**config.mk**
```make
export PLATFORM = sky130hd
export DESIGN_NAME = i2c_byte_master
export DESIGN_NICKNAME = d
export VERILOG_FILES = /design/src/rtl/i2c_pkg.sv /design/src/rtl/i2c_qtick.sv /design/src/rtl/i2c_byte_master.sv
export SDC_FILE = /design/constraint.sdc
export NUM_CORES = 1
export LEC_CHECK = 0
export ABC_AREA = 1
export CAP_MARGIN = 20
export CORE_UTILIZATION = 50
export CTS_CLUSTER_DIAMETER = 80
export CTS_CLUSTER_SIZE = 14
export DETAILED_ROUTE_END_ITERATION = 7
export GPL_ROUTABILITY_DRIVEN = 0
export PLACE_DENSITY = 0.78
export SETUP_SLACK_MARGIN = 0.5
export SLEW_MARGIN = 20
export SYNTH_ARGS = -nofsm -noshare
export SYNTH_HDL_FRONTEND = slang
export SYNTH_SLANG_ARGS = --single-unit
```
**constraint.sdc**
```tcl
create_clock -name clk -period 2.02 [get_ports clk]
set_input_delay 0.404 -clock clk [delete_from_list [all_inputs] [get_ports clk]]
set_output_delay 0.404 -clock clk [all_outputs]
set_load 0.03 [all_outputs]
```
**src/rtl/i2c_pkg.sv**
```systemverilog
// Shared I2C constants: FSM state codes, quarter/bit limits and bus ACK levels.
// The bus sequence monitor uses the same definitions.
package i2c_pkg;

    // FSM state encoding, kept as plain constants for legacy tools.
    typedef logic [2:0] state_t;
    localparam state_t ST_IDLE  = 3'd0;
    localparam state_t ST_START = 3'd1;
    localparam state_t ST_ADDR  = 3'd2;
    localparam state_t ST_AACK  = 3'd3;
    localparam state_t ST_DATA  = 3'd4;
    localparam state_t ST_DACK  = 3'd5;
    localparam state_t ST_STOP  = 3'd6;

    localparam logic [1:0] Q_LAST   = 2'd3;
    localparam logic [1:0] Q_SAMPLE = 2'd2;
    localparam logic [2:0] BIT_LAST = 3'd7;

    localparam logic ACK_LVL  = 1'b0;
    localparam logic NACK_LVL = 1'b1;

endpackage

```
**src/rtl/i2c_qtick.sv**
```systemverilog
// Quarter-bit timebase: divides clk by CLK_DIV and tracks the quarter index q0..q3.
// Held at zero whenever the master is idle or in reset.
module i2c_qtick #(
    parameter int CLK_DIV = 4
) (
    input  logic       clk,
    input  logic       reset,
    input  logic       run,
    output logic       tick,
    output logic       first,
    output logic [1:0] qidx
);

    localparam logic [7:0] CNT_LAST = 8'(CLK_DIV - 1);

    logic [7:0] qcnt;

    // NOTE: registers use non-blocking assignments so every flop samples pre-edge values.
    always_ff @(posedge clk) begin
        if (reset || !run) begin
            qcnt <= '0;
            qidx <= '0;
        end else if (qcnt == CNT_LAST) begin
            qcnt <= '0;
            qidx <= qidx + 2'd1;
        end else begin
            qcnt <= qcnt + 8'd1;
        end
    end

    assign tick  = run && (qcnt == CNT_LAST);
    assign first = run && (qcnt == 8'd0);

endmodule

```
**src/rtl/i2c_byte_master.sv**
```systemverilog
// Single-byte I2C master: START, address+R/W, ACK, one data byte, ACK, STOP.
// Bus outputs are registered from next-state values so edges land on quarter boundaries.
module i2c_byte_master
    import i2c_pkg::*;
#(
    parameter int CLK_DIV = 4
) (
    input  logic       clk,
    input  logic       reset,
    input  logic       start,
    input  logic [6:0] addr,
    input  logic       rw,
    input  logic [7:0] wdata,
    input  logic       sda_i,
    output logic       scl_o,
    output logic       sda_o,
    output logic       sda_oe,
    output logic       busy,
    output logic       done,
    output logic       ack_err,
    output logic [7:0] rdata
);

    state_t     state, state_n;
    logic [2:0] bit_cnt, bit_n;
    logic [1:0] qidx, q_n;
    logic       tick, first;
    logic [6:0] addr_q;
    logic       rw_q;
    logic [7:0] wdata_q, rx_sh, tx_byte;
    logic       scl_n, sda_n, oe_n, slot_scl;
    logic       accept, sample_pt, sample_ack, sample_rd, nack, finish;

    i2c_qtick #(.CLK_DIV(CLK_DIV)) u_qtick (
        .clk   (clk),
        .reset (reset),
        .run   (state != ST_IDLE),
        .tick  (tick),
        .first (first),
        .qidx  (qidx)
    );

    assign accept     = (state == ST_IDLE) && !busy && start;
    assign sample_pt  = first && (qidx == Q_SAMPLE);
    assign sample_ack = sample_pt && ((state == ST_AACK) || ((state == ST_DACK) && !rw_q));
    assign sample_rd  = sample_pt && (state == ST_DATA) && rw_q;
    assign nack       = (sda_i !== ACK_LVL);
    assign finish     = tick && (qidx == Q_LAST) && (state == ST_STOP);

    // NOTE: every always_comb output gets a default first, so no path can infer a latch.
    always_comb begin
        state_n = state;
        bit_n   = bit_cnt;
        q_n     = qidx;
        if (accept) begin
            state_n = ST_START;
            bit_n   = '0;
            q_n     = '0;
        end else if (tick) begin
            q_n = qidx + 2'd1;
            if (qidx == Q_LAST) begin
                case (state)
                    ST_START: begin
                        state_n = ST_ADDR;
                        bit_n   = '0;
                    end
                    ST_ADDR: begin
                        bit_n = bit_cnt + 3'd1;
                        if (bit_cnt == BIT_LAST) state_n = ST_AACK;
                    end
                    ST_AACK: state_n = ack_err ? ST_STOP : ST_DATA;
                    ST_DATA: begin
                        bit_n = bit_cnt + 3'd1;
                        if (bit_cnt == BIT_LAST) state_n = ST_DACK;
                    end
                    ST_DACK: state_n = ST_STOP;
                    default: state_n = ST_IDLE;
                endcase
            end
        end
    end

    // Output levels for the quarter about to begin.
    always_comb begin
        tx_byte  = (state_n == ST_ADDR) ? {addr_q, rw_q} : wdata_q;
        slot_scl = (q_n == 2'd1) || (q_n == 2'd2);
        scl_n    = 1'b1;
        oe_n     = 1'b0;
        sda_n    = NACK_LVL;
        case (state_n)
            ST_START: begin
                oe_n  = 1'b1;
                sda_n = (q_n == 2'd0);
                scl_n = (q_n != Q_LAST);
            end
            ST_ADDR: begin
                scl_n = slot_scl;
                oe_n  = 1'b1;
                sda_n = tx_byte[BIT_LAST - bit_n];
            end
            ST_DATA: begin
                scl_n = slot_scl;
                oe_n  = !rw_q;
                if (!rw_q) sda_n = tx_byte[BIT_LAST - bit_n];
            end
            ST_AACK, ST_DACK: scl_n = slot_scl;
            ST_STOP: begin
                scl_n = (q_n != 2'd0);
                oe_n  = (q_n <= 2'd1);
                if (q_n <= 2'd1) sda_n = 1'b0;
            end
            default: ;
        endcase
    end

    // NOTE: the request latches are reset along with control so nothing reads X after reset.
    always_ff @(posedge clk) begin
        if (reset) begin
            state   <= ST_IDLE;
            bit_cnt <= '0;
            scl_o   <= 1'b1;
            sda_o   <= 1'b1;
            sda_oe  <= 1'b0;
            busy    <= 1'b0;
            done    <= 1'b0;
            ack_err <= 1'b0;
            rdata   <= '0;
            rx_sh   <= '0;
            addr_q  <= '0;
            rw_q    <= 1'b0;
            wdata_q <= '0;
        end else begin
            state   <= state_n;
            bit_cnt <= bit_n;
            scl_o   <= scl_n;
            sda_o   <= sda_n;
            sda_oe  <= oe_n;
            done    <= finish;
            if (accept) begin
                busy    <= 1'b1;
                ack_err <= 1'b0;
                addr_q  <= addr;
                rw_q    <= rw;
                wdata_q <= wdata;
            end else begin
                if (done) busy <= 1'b0;
                if (sample_ack && nack) ack_err <= 1'b1;
            end
            if (sample_rd) rx_sh <= {rx_sh[6:0], sda_i};
            // An address NACK on a read leaves the previous read byte in place.
            if (finish && rw_q && !ack_err) rdata <= rx_sh;
        end
    end

endmodule

```
==> results_tabular.tex <==
\begin{tabular}{lr}
\hline
Metric & Value \\
\hline
\multicolumn{2}{l}{\textbf{Outcome}} \\
Outcome & finished with violations \\
Violations in the final reports & negative setup slack \\
\multicolumn{2}{l}{\textbf{GRT}} \\
Maximum number of pins on one net before global-route repair & 32 \\
Wire length of the first global-routing pass & roughly 11 mm \\
Global Route Usage Sum & 25.3\% \\
Layer with the highest usage & met2 \\
Met3 Resource Use GR & 4.50\% \\
Met2 global-route usage & between 40\% and 50\% \\
Remaining global-route overflow & 0 \\
Antenna violations before repair & 0 \\
Vias in the first global route & around 2400 \\
Met1 track demand over resource in global routing & 32.0\% \\
\multicolumn{2}{l}{\textbf{Layout}} \\
Number of inserted diodes & 0 \\
Final nets & 462 \\
Finished layout cell area & 4090 sq um \\
Area added between synthesis and finish & 50.3\% \\
Fraction of final layout cells sized beyond drive strength 1 & a little over two fifths \\
\multicolumn{2}{l}{\textbf{Route}} \\
Number of search-and-repair iterations in the first detailed-routing pass & 5 \\
Post-DRT Antenna Nets & 0 \\
Post-DR wirelength/cell & approximately 16 um \\
Number of vias in the routed layout & about 2800 \\
Number of design-rule violations left by the first detailed-router iteration & $\sim$150 \\
Routed wire length & about 8.1 mm \\
Drt drc & 0 \\
Post-DR vias/cell & between 5 and 6 \\
\multicolumn{2}{l}{\textbf{Pwr}} \\
Static Leakage & 1.68 nW \\
Areal power density over the cells & around 540 nW/um\^{}2 \\
Worst vdd rail ir drop & about 0.40 mV \\
Overall power of the completed layout & approximately 2.2 mW \\
\multicolumn{2}{l}{\textbf{Floorplan}} \\
FP Rows & 26 \\
Die Y & 75.8 um \\
Horizontal die dimension & between 70 and 80 um \\
Area enclosed by the die boundary & around 5700 sq um \\
Count of pins on the block boundary & 34 \\
Std-Cell Core Area & roughly 5200 sq um \\
Initial Util & about 53\% \\
\multicolumn{2}{l}{\textbf{Place}} \\
Count of input and output buffers & 33 \\
Cell area after placement & roughly 3200 sq um \\
Post-detailed-placement half-perimeter wirelength & 4.05 mm \\
\multicolumn{2}{l}{\textbf{STA}} \\
Pin slew with the least headroom to its limit & approximately 0.43 ns \\
Max Clk Rate & 491 MHz \\
Min cycle time layout & 2.04 ns \\
Setup ws final & -0.0181 ns \\
Final hold violations & 0 \\
Total count of max-transition violations in the final report & 0 \\
Normalized max-slew margin & 71.1\% \\
Final clock skew & roughly 0.0047 ns \\
Finish-stage setup viols & 1 \\
Setup repair after global routing missed its margin & yes \\
Post-route clock period utilization & 101\% \\
\multicolumn{2}{l}{\textbf{Worst setup path}} \\
R2R Path Start & state[1] \\
Crit path max fanout & 4 \\
Category of the worst setup path capture point & register \\
Worst Setup Path Type & reg -> reg \\
Worst Path Arrival & approximately 2.2 ns \\
WP data required & about 2.2 ns \\
Setup crit start kind & register \\
Launching element of the worst setup path & state[1] \\
\multicolumn{2}{l}{\textbf{Clock tree}} \\
Insertion delay to the later sink of the worst-skew pair & 0.31 ns \\
CTS buffer count & 5 \\
CTS hold repair buffers & 0 \\
Root buf cell & sky130\_fd\_sc\_hd\_\_clkbuf\_8 \\
TritonCTS clock tree & yes \\
Clock transition at the registers of the reported paths & approximately 0.1 ns \\
H-tree levels & 2 \\
Longest Clk Path Bufs & 2 \\
Number of clock sinks & 54 \\
\multicolumn{2}{l}{\textbf{Yosys}} \\
Cell count after synthesis & around 360 \\
Cell variety after synth & 35 \\
Warnings from Yosys & 0 \\
Syn Std Cell Area & $\sim$2700 sq um \\
Seq/Total Area, Yosys & 39.7\% \\
Average instance area after synthesis & 7.65 sq um \\
Synthesis-stage register bit count & 54 \\
Synthesized Nets & about 390 \\
\multicolumn{2}{l}{\textbf{Worst hold path}} \\
Beginning of the worst hold path & rx\_sh[7] \\
Worst min-delay path class & reg -> reg \\
\multicolumn{2}{l}{\textbf{Run}} \\
MaxCap Viol Count & 0 \\
\hline
\end{tabular}
synthesized netlist by cell type:
master / instances / area, sq um
sky130_fd_sc_hd__nor3_1: 3 / 15.0
sky130_fd_sc_hd__a21oi_1: 40 / 200
sky130_fd_sc_hd__clkinv_2: 2 / 10.0
sky130_fd_sc_hd__nand4_1: 13 / 81.3
sky130_fd_sc_hd__buf_6: 3 / 33.8
sky130_fd_sc_hd__nor2_4: 4 / 45.0
sky130_fd_sc_hd__o211ai_1: 1 / 7.51
sky130_fd_sc_hd__a21oi_2: 1 / 8.76
sky130_fd_sc_hd__nor2_8: 1 / 20.0
sky130_fd_sc_hd__o221ai_1: 1 / 8.76
sky130_fd_sc_hd__nor3_4: 3 / 48.8
sky130_fd_sc_hd__nand2_4: 4 / 45.0
sky130_fd_sc_hd__ha_1: 9 / 113
sky130_fd_sc_hd__xnor2_1: 1 / 8.76
sky130_fd_sc_hd__o21ai_0: 35 / 175
sky130_fd_sc_hd__o21a_1: 1 / 7.51
sky130_fd_sc_hd__buf_8: 1 / 15.0
sky130_fd_sc_hd__dfxtp_1: 54 / 1080
sky130_fd_sc_hd__o21ai_1: 3 / 15.0
sky130_fd_sc_hd__nand3_4: 2 / 35.0
sky130_fd_sc_hd__inv_1: 49 / 184
sky130_fd_sc_hd__nor3_2: 3 / 30.0
sky130_fd_sc_hd__buf_4: 1 / 7.51
sky130_fd_sc_hd__nand2_2: 9 / 56.3
sky130_fd_sc_hd__inv_2: 8 / 30.0
sky130_fd_sc_hd__xor2_1: 2 / 17.5
sky130_fd_sc_hd__nor2_2: 3 / 18.8
sky130_fd_sc_hd__o21ai_2: 1 / 8.76
sky130_fd_sc_hd__or2_2: 1 / 6.26
sky130_fd_sc_hd__clkbuf_1: 6 / 22.5
sky130_fd_sc_hd__nand2_1: 44 / 165
sky130_fd_sc_hd__buf_2: 1 / 5.00
sky130_fd_sc_hd__nor2_1: 27 / 101
sky130_fd_sc_hd__nand3_1: 18 / 90.1
sky130_fd_sc_hd__o22ai_1: 1 / 6.26
registers in the layout (all words and copies together) (netlist names):
signal and cells:
sda_o 1, addr_q 7, rx_sh 8, u_qtick.qidx 2, busy 1, wdata_q 8, scl_o 1, rw_q 1
state 3, u_qtick.qcnt 8, done 1, ack_err 1, rdata 8, sda_oe 1, bit_cnt 3
timing repair:
action,CTS,global route
resized for setup,87,80
gates cloned,2,2
pin swaps,25,20
setup buffers,20,11
endpoints found under the setup margin,55,49
logic make-up (layout without fill, tap and decap cells):
kind of cell / count (synthesis) / count (layout) / synth area share (%)
and+or+nand+nor: 135 / 135 / 27.8
AOI/OAI and AO/OA: 84 / 84 / 16.1
buffers and inverters: 71 / 149 / 11.3
DFF: 54 / 54 / 39.7
adders and majority gates: 9 / 9 / 4.13
xor gates and xnor gates: 3 / 3 / 0.965
routing by layer:
metal | share of wire [%] | vias to the layer above
li1 | - | 1317
met4 | 4.8 | 0
met5 | 0 | -
met1 | 41 | 1332
met2 | 49 | 136
met3 | 5.6 | 43
metrics by stage:
step	setup TNS, ns	hold WS, ns	setup WS, ns	util (%)	cells
floorplan	0	0.421	0.234	-	356
global placement	-0.257	0.436	-0.0918	62.5	461
detailed placement	-0.490	0.440	-0.177	62.5	461
CTS	0	0.458	0.165	71.6	491
global route	-0.238	0.480	-0.123	79.1	504
finish	-0.0181	0.460	-0.0181	79.1	504
layout by cell type (no fill, tap or decap), drive strengths merged:
master         synthesis  routed
or2                    1       1
xnor2                  1       1
ha                     9       9
clkinvlp               0       1
clkinv                 2       4
o211ai                 1       1
nand2                 57      57
nor2                  35      35
o221ai                 1       1
clkdlybuf4s15          0       5
buf                    6      48
clkdlybuf4s50          0      19
o22ai                  1       1
inv                   57      57
nand4                 13      13
clkbuf                 6       8
dlygate4sd2            0       7
xor2                   2       2
dfxtp                 54      54
nand3                 20      20
a21oi                 41      41
o21a                   1       1
o21ai                 39      39
nor3                   9       9
critical path: stages, from the launching register on:
cell and delay (ns):
sky130_fd_sc_hd__dfxtp_4 0.37, sky130_fd_sc_hd__nor2_4 0.18, sky130_fd_sc_hd__nand2_8 0.09, sky130_fd_sc_hd__nor3_4 0.26, sky130_fd_sc_hd__o21ai_2 0.11, sky130_fd_sc_hd__o21ai_2 0.12, sky130_fd_sc_hd__inv_1 0.18, sky130_fd_sc_hd__ha_4 0.20
sky130_fd_sc_hd__nor2_4 0.12, sky130_fd_sc_hd__o22ai_2 0.10, sky130_fd_sc_hd__nor2_2 0.16, sky130_fd_sc_hd__nor2_1 0.06
layout make-up:
type                    count  area [sq um]
clock buffers               5          68.8
clock inverters             3          25.0
fillers                   281          1080
inverters                  59           251
multi-input cells         231          1730
flip-flops and latches     54          1110
well taps                  70          87.6
repair buffers             82           817
where the power goes:
| group | switching [mW] | total, mW | internal (mW) |
|---|---|---|---|
| Sequential | 0.0222 | 1.13 | 1.10 |
| Combinational | 0.243 | 0.438 | 0.195 |
| Clock | 0.382 | 0.633 | 0.251 |
| Total | 0.647 | 2.20 | 1.55 |
path summary, 6_finish.rpt:
check,end,slack [ns],cells past startpoint
worst max-delay path,sda_oe,-0.02,11
worst min-delay path,rdata[7],0.46,2
worst max register to register,sda_oe,-0.02,11
worst min register to register,rdata[7],0.46,2
No activity file was read; power rests on OpenSTA's default activity.
